<file path="config.mk">
export PLATFORM = sky130hd
export DESIGN_NAME = memory_controller
export DESIGN_NICKNAME = d
export VERILOG_FILES = /design/src/rtl/memory_pkg.sv /design/src/rtl/lowest_set_index.sv /design/src/rtl/memory_controller.sv
export SDC_FILE = /design/constraint.sdc
export NUM_CORES = 1
export LEC_CHECK = 0
export CAP_MARGIN = 10
export CORE_AREA = 2 2 211 213
export CTS_CLUSTER_DIAMETER = 100
export DETAILED_ROUTE_END_ITERATION = 8
export DIE_AREA = 0 0 213 215
export SYNTH_ARGS = -nofsm -noshare
export SYNTH_HDL_FRONTEND = slang
export SYNTH_SLANG_ARGS = --single-unit
export TNS_END_PERCENT = 100
</file>
<file path="constraint.sdc">
create_clock -name clk -period 2.2 [get_ports clk]
set_input_delay 0.66 -clock clk [delete_from_list [all_inputs] [get_ports clk]]
set_output_delay 0.66 -clock clk [all_outputs]
set_load 0.1 [all_outputs]
</file>
<file path="src/rtl/memory_pkg.sv">
// Shared types and width helpers for the cache entry-storage controller.
package memory_pkg;

  typedef enum logic [1:0] {
    OP_NOP = 2'd0,
    OP_GET = 2'd1,
    OP_PUT = 2'd2,
    OP_DEL = 2'd3
  } op_e;

  typedef enum logic [1:0] {
    ST_OK   = 2'd0,
    ST_MISS = 2'd1,
    ST_FULL = 2'd2
  } status_e;

  typedef enum logic [1:0] {
    S_IDLE   = 2'd0,
    S_LOOKUP = 2'd1,
    S_COMMIT = 2'd2,
    S_RESP   = 2'd3
  } state_e;

  // Width of a 0..n population count.
  function automatic int occ_w(input int n);
    return $clog2(n + 1);
  endfunction

  // Width of an index into n entries (at least one bit).
  function automatic int idx_w(input int n);
    return (n > 1) ? $clog2(n) : 1;
  endfunction

endpackage

</file>
<file path="src/rtl/lowest_set_index.sv">
// Combinational priority encoder: index of the lowest set bit plus a found flag.
module lowest_set_index
  import memory_pkg::*;
#(
  parameter int N = 8
) (
  input  logic [N-1:0]          vec,
  output logic [idx_w(N)-1:0]   idx,
  output logic                  found
);

  // Scan from the top down so the lowest set bit is the last one written.
  always_comb begin
    idx   = '0;
    found = 1'b0;
    for (int i = N - 1; i >= 0; i--) begin
      if (vec[i]) begin
        idx   = idx_w(N)'(i);
        found = 1'b1;
      end
    end
  end

endmodule

</file>
<file path="src/rtl/memory_controller.sv">
// Sequencer for the cache entry bank: one GET/PUT/DEL at a time, IDLE->LOOKUP->COMMIT->RESP.
module memory_controller
  import memory_pkg::*;
#(
  parameter int NUM_ENTRIES = 8,
  parameter int KEY_WIDTH   = 16,
  parameter int VALUE_WIDTH = 32
) (
  input  logic                                         clk,
  input  logic                                         rst_n,
  input  logic                                         req_valid,
  output logic                                         req_ready,
  input  logic [1:0]                                   req_op,
  input  logic [KEY_WIDTH-1:0]                         req_key,
  input  logic [VALUE_WIDTH-1:0]                       req_value,
  output logic                                         resp_valid,
  input  logic                                         resp_ready,
  output logic [1:0]                                   resp_status,
  output logic [VALUE_WIDTH-1:0]                       resp_value,
  output logic [NUM_ENTRIES-1:0]                       entry_write_op,
  output logic [NUM_ENTRIES-1:0]                       entry_select_op,
  output logic [KEY_WIDTH+VALUE_WIDTH-1:0]             entry_wdata,
  input  logic [NUM_ENTRIES*(KEY_WIDTH+VALUE_WIDTH)-1:0] entry_rdata,
  output logic [occ_w(NUM_ENTRIES)-1:0]                occupancy
);

  localparam int W  = KEY_WIDTH + VALUE_WIDTH;
  localparam int OW = occ_w(NUM_ENTRIES);
  localparam int IW = idx_w(NUM_ENTRIES);

  state_e                           state_q, state_d;
  op_e                              op_q;
  logic [KEY_WIDTH-1:0]             key_q;
  logic [VALUE_WIDTH-1:0]           val_q;
  logic [NUM_ENTRIES-1:0]           valid_q;
  logic [OW-1:0]                    occ_q;
  logic                             hit_q, free_q;
  logic [IW-1:0]                    hit_idx_q, free_idx_q;
  status_e                          status_q;
  logic [VALUE_WIDTH-1:0]           rvalue_q;

  logic [NUM_ENTRIES-1:0][W-1:0]    ent;
  logic [NUM_ENTRIES-1:0]           hit_vec;
  logic [IW-1:0]                    hit_idx, free_idx;
  logic                             hit_found, free_found;
  logic                             do_alloc, tgt_en;
  logic [IW-1:0]                    tgt_idx;
  logic [NUM_ENTRIES-1:0]           tgt_oh;

  assign ent = entry_rdata;

  // Per-entry key match, qualified by the valid bits owned here.
  for (genvar i = 0; i < NUM_ENTRIES; i++) begin : g_match
    assign hit_vec[i] = valid_q[i] && (ent[i][W-1 -: KEY_WIDTH] == key_q);
  end

  lowest_set_index #(.N(NUM_ENTRIES)) u_hit (
    .vec(hit_vec), .idx(hit_idx), .found(hit_found)
  );

  lowest_set_index #(.N(NUM_ENTRIES)) u_free (
    .vec(~valid_q), .idx(free_idx), .found(free_found)
  );

  // Entry addressed by the current op, from the registered lookup outcome.
  assign do_alloc = (op_q == OP_PUT) && !hit_q && free_q;
  assign tgt_en   = ((op_q != OP_NOP) && hit_q) || do_alloc;
  assign tgt_idx  = hit_q ? hit_idx_q : free_idx_q;
  assign tgt_oh   = tgt_en ? (NUM_ENTRIES'(1) << tgt_idx) : '0;

  assign entry_wdata = {key_q, val_q};
  assign resp_status = status_q;
  assign resp_value  = rvalue_q;
  assign occupancy   = occ_q;

  // State register.
  always_ff @(posedge clk or negedge rst_n) begin
    if (!rst_n) state_q <= S_IDLE;
    else        state_q <= state_d;
  end

  // Next state and handshake/strobe outputs.
  always_comb begin
    state_d         = state_q;
    req_ready       = 1'b0;
    resp_valid      = 1'b0;
    entry_write_op  = '0;
    entry_select_op = '0;
    case (state_q)
      S_IDLE: begin
        req_ready = 1'b1;
        if (req_valid) state_d = S_LOOKUP;
      end
      S_LOOKUP: state_d = S_COMMIT;
      S_COMMIT: begin
        entry_select_op = tgt_oh;
        if (op_q == OP_PUT) entry_write_op = tgt_oh;
        state_d = S_RESP;
      end
      S_RESP: begin
        resp_valid      = 1'b1;
        entry_select_op = tgt_oh;
        if (resp_ready) state_d = S_IDLE;
      end
      default: state_d = S_IDLE;
    endcase
  end

  // Request latch, lookup capture, and commit of valid bits / response.
  always_ff @(posedge clk or negedge rst_n) begin
    if (!rst_n) begin
      op_q       <= OP_NOP;
      key_q      <= '0;
      val_q      <= '0;
      valid_q    <= '0;
      occ_q      <= '0;
      hit_q      <= 1'b0;
      free_q     <= 1'b0;
      hit_idx_q  <= '0;
      free_idx_q <= '0;
      status_q   <= ST_OK;
      rvalue_q   <= '0;
    end else begin
      case (state_q)
        S_IDLE: if (req_valid) begin
          op_q  <= op_e'(req_op);
          key_q <= req_key;
          val_q <= req_value;
        end
        S_LOOKUP: begin
          hit_q      <= hit_found;
          hit_idx_q  <= hit_idx;
          free_q     <= free_found;
          free_idx_q <= free_idx;
        end
        S_COMMIT: begin
          rvalue_q <= '0;
          status_q <= ST_OK;
          case (op_q)
            OP_GET: begin
              if (hit_q) rvalue_q <= ent[hit_idx_q][VALUE_WIDTH-1:0];
              else       status_q <= ST_MISS;
            end
            OP_PUT: begin
              if (do_alloc) begin
                valid_q[free_idx_q] <= 1'b1;
                occ_q               <= occ_q + OW'(1);
              end else if (!hit_q) begin
                status_q <= ST_FULL;
              end
            end
            OP_DEL: begin
              if (hit_q) begin
                valid_q[hit_idx_q] <= 1'b0;
                occ_q              <= occ_q - OW'(1);
              end else begin
                status_q <= ST_MISS;
              end
            end
            default: ;
          endcase
        end
        default: ;
      endcase
    end
  end

endmodule
</file>
# Yosys cells after proc, flatten, opt, wreduce, memory -nomap -nowiden
# Cells that the tools add are included.
[word_totals] register_bits=106 in_bits=438 output_inout_bits=104
[op_classes] add_sub_neg=2 n_lt_le_gt_ge=4 eq_ne=18 shift=1 n_mux=60 bitwise=4 n_reduce_logical=23
[ops] operator="$bmux 48 s3" count=1
[ops] operator="$eq 16x16->1" count=8
[ops] operator="$mux 32" count=3
[ops] operator="$mux 3" count=17
[ops] operator="$mux 8" count=6
[ops] operator="$mux 1" count=21
[ops] operator="$not 8->8" count=2
[ops] operator="$pmux 8 s2" count=1
[ops] operator="$logic_and 1x1->1" count=13
[ops] operator="$and 8x8->8" count=1
[ops] operator="$eq 2x2->1 const B" count=4
[ops] operator="$lt 3x4->1 const B" count=2
[ops] operator="$mux 2" count=4
[ops] operator="$mux 4" count=2
[ops] operator="$ne 2x2->1 const B" count=4
[ops] operator="$or 8x8->8" count=1
[ops] operator="$pmux 2 s4" count=1
[ops] operator="$pmux 4 s2" count=1
[ops] operator="$shl 1x3->8 const A" count=1
[ops] operator="$demux 1 s3" count=2
[ops] operator="$ge 3x1->1 const B" count=2
[ops] operator="$add 4x1->4 const B" count=1
[ops] operator="$eq 2x1->1 const B" count=2
[ops] operator="$pmux 2 s2" count=1
[ops] operator="other kinds (8)" count=11

# Depth between registers and ports, before layout
# Gate-level depths: netlist of run 1.
[depth] ltp_word=10 ltp_mapped=9 depth_no_buf=8

# Cells and area by module
# A second synthesis of run 1 with hierarchy kept.
[hier_totals] hier_cells=794 area_unflattened_um2=8034.0
[modules_own_cells] module="memory_controller" n_inst=1 cells_each=768 area_per_inst_um2=7873.8 seq_area_each_um2=2652.5
[modules_own_cells] module="lowest_set_index" n_inst=2 cells_each=13 area_per_inst_um2=80.1 seq_area_each_um2=0.0

# Worst setup path before layout of run 1
# OpenSTA, ideal clock, no wires.
[synth_path] path_kind="flip-flop to output port" start="register state_q[0]" end="output entry_select_op[0]" t_arrival_ps=2824 required_time_ps=1540 setup_slack_ps=-1284 stages_incl_launch_ff=4 cell_sequence="dfrtp_1 > ha_1 > o21ai_0 > nor2_1"
[synth_between] elab_chain_cells=3
[synth_rtl] element="start: declaration" line="memory_controller.sv:31" text="state_e state_q, state_d;"
[synth_rtl] element="start signal: assignment" line="memory_controller.sv:79" text="else state_q <= state_d;"
[synth_rtl] element="$eq 2x2->1" line="memory_controller.sv:89" text="case (state_q)"
[synth_rtl] element="$reduce_or 2->1 (no source line) (*)"
[synth_rtl] element="$mux 8 (*)" line="memory_controller.sv:89"
[synth_rtl] element="end: declaration" line="memory_controller.sv:21" text="output logic [NUM_ENTRIES-1:0] entry_select_op,"
# Every way passes the cells marked *; elsewhere a longest branch is shown, timed or not.

# Final worst setup path of run 1
[layout_path] start="register hit_q" end="output entry_write_op[6]"
[layout_between] elab_chain_cells=7
[layout_rtl] element="start: declaration" line="memory_controller.sv:37" text="logic hit_q, free_q;"
[layout_rtl] element="start signal: assignment" line="memory_controller.sv:131" text="hit_q <= hit_found;"
[layout_rtl] element="$logic_not 1->1"
[layout_rtl] element="$logic_and 1x1->1 (2 in a row)" line="memory_controller.sv:66" text="assign do_alloc = (op_q == OP_PUT) && !hit_q && free_q;"
[layout_rtl] element="$logic_or 1x1->1" line="memory_controller.sv:67" text="assign tgt_en = ((op_q != OP_NOP) && hit_q) || do_alloc;"
[layout_rtl] element="$mux 8 (*)" line="memory_controller.sv:69" text="assign tgt_oh = tgt_en ? (NUM_ENTRIES'(1) << tgt_idx) : '0;"
[layout_rtl] element="$mux 8 (*)" line="memory_controller.sv:97" text="if (op_q == OP_PUT) entry_write_op = tgt_oh;"
[layout_rtl] element="$mux 8 (*)" line="memory_controller.sv:89"
[layout_rtl] element="end: declaration" line="memory_controller.sv:20" text="output logic [NUM_ENTRIES-1:0] entry_write_op,"
# Marks and branches as above.

==> results of run 1 <==
-- stage by stage --
step                      worst slack (ns)  hold WS [ns]
after CTS                           -0.420         0.243
after global routing                -0.483         0.263
after global placement              -0.464         0.490
after floorplan                     -0.120         0.364
after detailed placement            -0.467         0.496
final                               -0.376         0.259
-- critical path, delay by kind of cell (launching register included) --
family	cells	cell delay [ns]
and+or+nand+nor	4	0.63
DFF	1	0.49
AOI/OAI and AO/OA	1	0.23
buffers and inverters	1	0.18
-- metal layers --
layer / vias to the layer above / part of all wire [%] / global-route usage [%]
met5: - / 0 / 0
met4: 0 / 1.9 / 4.57
met3: 35 / 6.7 / 4.09
met2: 334 / 50 / 30.0
met1: 4190 / 42 / 21.2
li1: 4041 / - / -
-- power by group --
| group | switching [mW] | leakage (nW) | internal [mW] |
|---|---|---|---|
| combinational | 9.30 | 4.39 | 5.34 |
| clock | 0.876 | 0.158 | 0.943 |
| sequential | 1.12 | 1.32 | 2.81 |
-- final cells by class --
type	count	area (µm²)
inverters	48	180
repair buffers	639	6680
well taps	592	741
clock inverters	6	83.8
clock buffers	10	239
multi-input cells	562	4630
fillers	4392	28400
flip-flops and latches	106	2680
-- sequential cells by signal, summed over array words and instances (netlist names) --
register / count
op_q: 2
occupancy: 4
resp_status: 2
state_q: 2
free_q: 1
key_q: 16
valid_q: 8
val_q: 32
hit_idx_q: 3
free_idx_q: 3
resp_value: 32
hit_q: 1
-- timing repair --
action	4_1_cts	5_1_grt
buffers inserted	0	19
hold buffers	0	0
setup endpoints to repair	20	20
resized for setup	13	26
pin swaps	9	15
-- kinds of logic after synthesis --
| logic type | Yosys count | synth area share, % |
|---|---|---|
| xor+xnor | 132 | 15.6 |
| compound gates | 219 | 21.8 |
| simple gates | 151 | 10.9 |
| fa+ha+maj | 7 | 1.29 |
| flops | 106 | 35.9 |
| mux | 53 | 8.05 |
| buf+inv | 108 | 6.48 |
-- worst min path at each step --
stage / endpoint / cells past startpoint / startpoint
after detailed placement: val_q[25] / 1 / val_q[25]
after floorplan: free_idx_q[0] / 0 / rst_n
after global placement: val_q[6] / 1 / val_q[6]
after CTS: hit_idx_q[0] / 1 / rst_n
final: hit_idx_q[1] / 1 / rst_n
after global routing: resp_value[16] / 1 / rst_n
-- cell usage in the layout (no fill, tap or decap), drive strengths merged, types with 7 or more instances in the layout --
cell / n
and3: 23
mux2: 52
nand3: 12
o22ai: 25
a22oi: 86
o21ai: 32
nor2: 30
nor4: 17
a41o: 11
a22o: 22
clkdlybuf4s50: 428
dfrtp: 106
inv: 50
nand2: 34
a21oi: 7
a221oi: 21
clkbuf: 10
buf: 203
xor2: 44
xnor2: 88
nand4: 18
==> summary.md, run 1 <==
| Metric | Value |
|---|---|
| Fraction of synthesis flops using an asynchronous set or reset pin | `100%` |
| Deepest level of the CTS H-tree | `3` |
| List of most frequent post-synthesis cells | `dfrtp_1, xnor2_1, a22oi_1, mux2_2, inv_1` |
| GRT Resource Usage Total | `17.3%` |
| Hold crit path type | `primary input to async pin` |
| Antenna violations before repair | `0` |
| Leakage Power | `5.87 nW` |
| Number of buffers added by the clock tree synthesis step | `9` |
| Run status | `finished with violations` |
| RSZ-0062 raised after global routing | `true` |
| Highest fanout seen on the critical path | `5` |
| Cell Chain, Critical Path | `nor3b_4, nand2_2, o22ai_4, nand2_4, nor2_4, buf_12` |
| Post-placement cell area | `14,600 µm²` |
| Final hold violation count | `0` |
| Number of cells in the design after placement | `1,928` |
| Type of the worst setup path | `flip-flop to primary output` |
| Number of warning messages in the yosys log | `0` |
| Number of register bits inferred by synthesis | `106` |
| Clock tree from TritonCTS | `done` |
| Number of nets still failing antenna checks after routing | `0` |
| Initial core utilization | `16.9%` |
| CP arrival | `1.92 ns` |
| Kind of start point of the critical path | `flip-flop` |
| Leading post-synthesis cells by cell area | `dfrtp_1, xnor2_1, a22oi_1, mux2_2, xor2_1` |
| Worst setup path endpoint | `entry_write_op[6]` |
| Number of design-rule violations left by the first detailed-router iteration | `569` |
| Core box area | `43,600 µm²` |
| Critical-path cell with the highest stage delay | `dfrtp_2` |
| Endpoint required time on the critical path | `1.54 ns` |
| Top Ports | `542` |
| Post-synth EDFFs | `0` |
| Final net count | `1,811` |
| Area growth from synthesis to layout | `106%` |
| Number of distinct library cells after synthesis | `48` |
| Pwr dens | `1340 nW/µm²` |
| Horizontal die dimension | `213 µm` |
| First drt pass iteration count | `5` |
| Sum of negative setup slack | `-5.34 ns` |
| Count of final setup violators | `16` |
| Slew @ Worst Pin | `0.506 ns` |
| Total wire length | `41,000 µm` |
| Depth of the most critical reg-to-reg path | `8` |
| Sum of net half-perimeters after detailed placement | `32,600 µm` |
| Final design area excluding fillers | `15,200 µm²` |
| Top cell type by total area after synthesis | `dfrtp_1` |
| Worst setup slack for register-to-register paths | `0.11 ns` |
| Sequential fraction of the synthesis area | `35.9%` |
| Ratio of cells with drive above 1 in the final layout | `25.2%` |
| Peak ir drop on the vdd network | `1.50 mV` |
| Clock insertion delay at the later pin of the skew report | `0.37 ns` |
| Global-route wire length before repair | `58,100 µm` |
| Endpoint of the most critical register-to-register path | `resp_value[11]` |
| Weighted congestion at the end of routability-driven global placement | `1.00` |
| Final Worst Setup Slack | `-0.376 ns` |
| Highest achievable clock rate | `388 MHz` |
| Post-CTS clock slew at the launch and capture registers of the worst setup and hold paths | `0.08 ns` |
| CP startpoint | `hit_q` |
| Count leader, synth | `dfrtp_1` |
| Violations in the final reports | `setup timing` |
| Count of inserted antenna diode cells | `0` |
| Number of port buffers | `541` |
| Number of vias after detailed routing | `8,600` |
| Final std cells w/o fill | `1,963` |
| Final Total Pwr | `20.4 mW` |
| Post-synthesis instance area | `7400 µm²` |
| Die extent in y | `215 µm` |
| Gate count after technology mapping | `776` |
| Row count | `77` |
| Clock Path Buffers | `2` |
| Clock Tree Root | `clkbuf_16` |
| Overflow left after global routing | `0` |
| Mapped Nets | `1,221` |
| Max-slew violation total from the final report | `0` |
| Category of the worst setup path capture point | `primary output` |
| Period utilisation layout | `117%` |
| Layout Utilization | `34.9%` |
| DRC errors left | `0` |
| Die footprint | `45,800 µm²` |
| Final period demand of the worst path | `2.58 ns` |
| Average instance area after synthesis | `9.53 µm²` |
| Max-cap check violation count | `0` |
| Crit-path max cell delay | `0.49 ns` |
| Via density | `4.38` |
| Per-cell routed wire length | `20.9 µm` |
| Relative max-transition margin | `66.2%` |
| Pin count of the biggest net entering global routing | `49` |
| Number of global-route vias before repair | `9,137` |
| Clock Skews | `0.00864 ns` |
| Num Clock Sinks | `106` |
| Worst R2R Start | `hit_idx_q[2]` |
| Yosys top cell area share | `35.9%` |
| Synth Flop Type | `dfrtp_1` |
Power figures use the tool's default switching activity.
==> run 2: changes to the inputs <==
Clock period 2.2 ns to 2.5 ns, I/O delays scaled along.
==> summary.md, run 2 (synthesis results as in run 1) <==
| Metric | Value |
|---|---|
| Highest fanout seen on the critical path | `4` |
| Top Ports | `542` |
| Count of final setup violators | `16` |
| Number of nets still failing antenna checks after routing | `0` |
| Pin count of the biggest net entering global routing | `65` |
| Post-CTS clock slew at the launch and capture registers of the worst setup and hold paths | `0.08 ns` |
| Die footprint | `45,800 µm²` |
| Number of port buffers | `541` |
| Slew @ Worst Pin | `0.674 ns` |
| RSZ-0062 raised after global routing | `true` |
| Endpoint required time on the critical path | `1.75 ns` |
| Final std cells w/o fill | `1,927` |
| Flop pwr share | `20.1%` |
| Clock Power Share | `8.6%` |
| Number of inserted filler cells in the final layout | `4,443` |
| Die extent in y | `215 µm` |
| Relative max-transition margin | `55.1%` |
| Proportion of power drawn by combinational gates | `71.3%` |
| Num Clock Sinks | `106` |
| Max-slew violation total from the final report | `0` |
| Clock Tree Root | `clkbuf_16` |
| Leakage Power | `5.55 nW` |
| Final net count | `1,775` |
| CP arrival | `1.90 ns` |
| Clock tree from TritonCTS | `done` |
| GRT Resource Usage Total | `17.0%` |
| Final design area excluding fillers | `14,600 µm²` |
| Core box area | `43,600 µm²` |
| Per-cell routed wire length | `20.8 µm` |
| Kind of start point of the critical path | `flip-flop` |
| Clock Skews | `0.0110 ns` |
| Final hold violation count | `0` |
| Via density | `4.39` |
| Sw Ratio | `56.9%` |
| Post-placement cell area | `14,200 µm²` |
| Final Worst Setup Slack | `-0.149 ns` |
| Layout Utilization | `33.5%` |
| Final period demand of the worst path | `2.65 ns` |
| Clock insertion delay at the later pin of the skew report | `0.38 ns` |
| Number of design-rule violations left by the first detailed-router iteration | `396` |
| Overflow left after global routing | `0` |
| Final Total Pwr | `17.0 mW` |
| First drt pass iteration count | `5` |
| Number of cells in the design after placement | `1,905` |
| Max-cap check violation count | `0` |
| Most common cell after layout, fill and taps aside | `clkdlybuf4s50_1` |
| Number of vias after detailed routing | `8,456` |
| Highest achievable clock rate | `377 MHz` |
| Ratio of cells with drive above 1 in the final layout | `21.4%` |
| Peak ir drop on the vdd network | `1.16 mV` |
| Run status | `finished with violations` |
| Global-route wire length before repair | `57,800 µm` |
| Number of buffers added by the clock tree synthesis step | `9` |
| Deepest level of the CTS H-tree | `3` |
| Antenna violations before repair | `1` |
| Hold crit path type | `primary input to async pin` |
| Period utilisation layout | `106%` |
| Net switching power | `9.69 mW` |
| Sum of net half-perimeters after detailed placement | `31,600 µm` |
| Clock Path Buffers | `2` |
| DRC errors left | `0` |
| Most frequent cells in the layout | `clkdlybuf4s50_1, buf_4, dfrtp_1, xnor2_1, a22oi_1` |
| Area growth from synthesis to layout | `97.4%` |
| Weighted congestion at the end of routability-driven global placement | `0.925` |
| Row count | `77` |
| Violations in the final reports | `setup timing` |
| Worst setup slack before clock tree synthesis | `-0.300 ns` |
| Initial core utilization | `16.9%` |
| Internal power component | `7.32 mW` |
| Category of the worst setup path capture point | `primary output` |
| Horizontal die dimension | `213 µm` |
| Total wire length | `40,000 µm` |
| Number of global-route vias before repair | `9,105` |
| Type of the worst setup path | `flip-flop to primary output` |
| Pwr dens | `1160 nW/µm²` |
-- run 2: cell count changes in the layout (fill, tap and decap cells not counted), sizes merged, moves of 4 or more --
cell,previous run,this run
buf,203,167
clkdlybuf4s50,428,436
dlygate4sd2,4,0
dlymetal6s2s,4,0
-- run 2: power groups by stage --
stage	Sequential, mW	Combinational, mW	Clock, mW
detailed placement	3.43	12.0	0
global placement	3.40	11.9	0
CTS	3.42	12.2	1.54
floorplan	7.49	3.86	0
finish	3.42	12.1	1.46
global route	3.53	12.7	1.60
-- run 2: final timing paths --
kind | start | endpoint | slack [ns] | depth (start not counted)
setup / recovery | hit_q | entry_write_op[0] | -0.15 | 7
hold / removal | rst_n | valid_q[7] | 0.23 | 1
setup reg to reg | key_q[5] | hit_idx_q[0] | 0.23 | 7
hold reg to reg | val_q[11] | val_q[11] | 0.51 | 1
max in group asynchronous | rst_n | resp_value[2] | 1.56 | 2
min in group clk | val_q[11] | val_q[11] | 0.51 | 1
-- run 2: what timing repair did --
item	4_1_cts	5_1_grt
setup endpoints to repair	16	19
gates resized for setup	14	8
hold buffers	0	0
buffers inserted	4	2
pin swaps	2	1
-- run 2: worst max-delay path, cell delays in order (launching register included) --
cell and delay [ns]:
dfrtp_2 0.46, nor3b_4 0.22, nand2_1 0.09, o22ai_2 0.20
nand2_2 0.10, buf_12 0.15, nor2_4 0.10, buf_12 0.18
-- run 2: cell type report --
cell class	count	area, µm²	area share (%)
clock inverter	6	61.3	0.420
sequential	106	2660	18.2
timing repair buffer	603	6210	42.5
multi-input combinational	562	4530	31.0
inverter	48	180	1.23
tap	592	741	5.07
clock buffer	9	225	1.54
antenna	1	2.50	0.0171
-- run 2: stage by stage --
| stage | hold slack [ns] | TNS [ns] |
|---|---|---|
| floorplan | 0.454 | 0 |
| global placement | 0.466 | -0.910 |
| detailed placement | 0.490 | -1.08 |
| CTS | 0.208 | -3.10 |
| global route | 0.212 | -3.57 |
| finish | 0.227 | -1.76 |
-- run 2: per-layer routing --
layer	routed length, µm	global-route usage, %	up-vias
met4	879	4.87	0
met3	2730	4.21	46
met1	16400	20.4	4104
li1	-	-	3970
met5	0	0	-
met2	20000	29.9	336
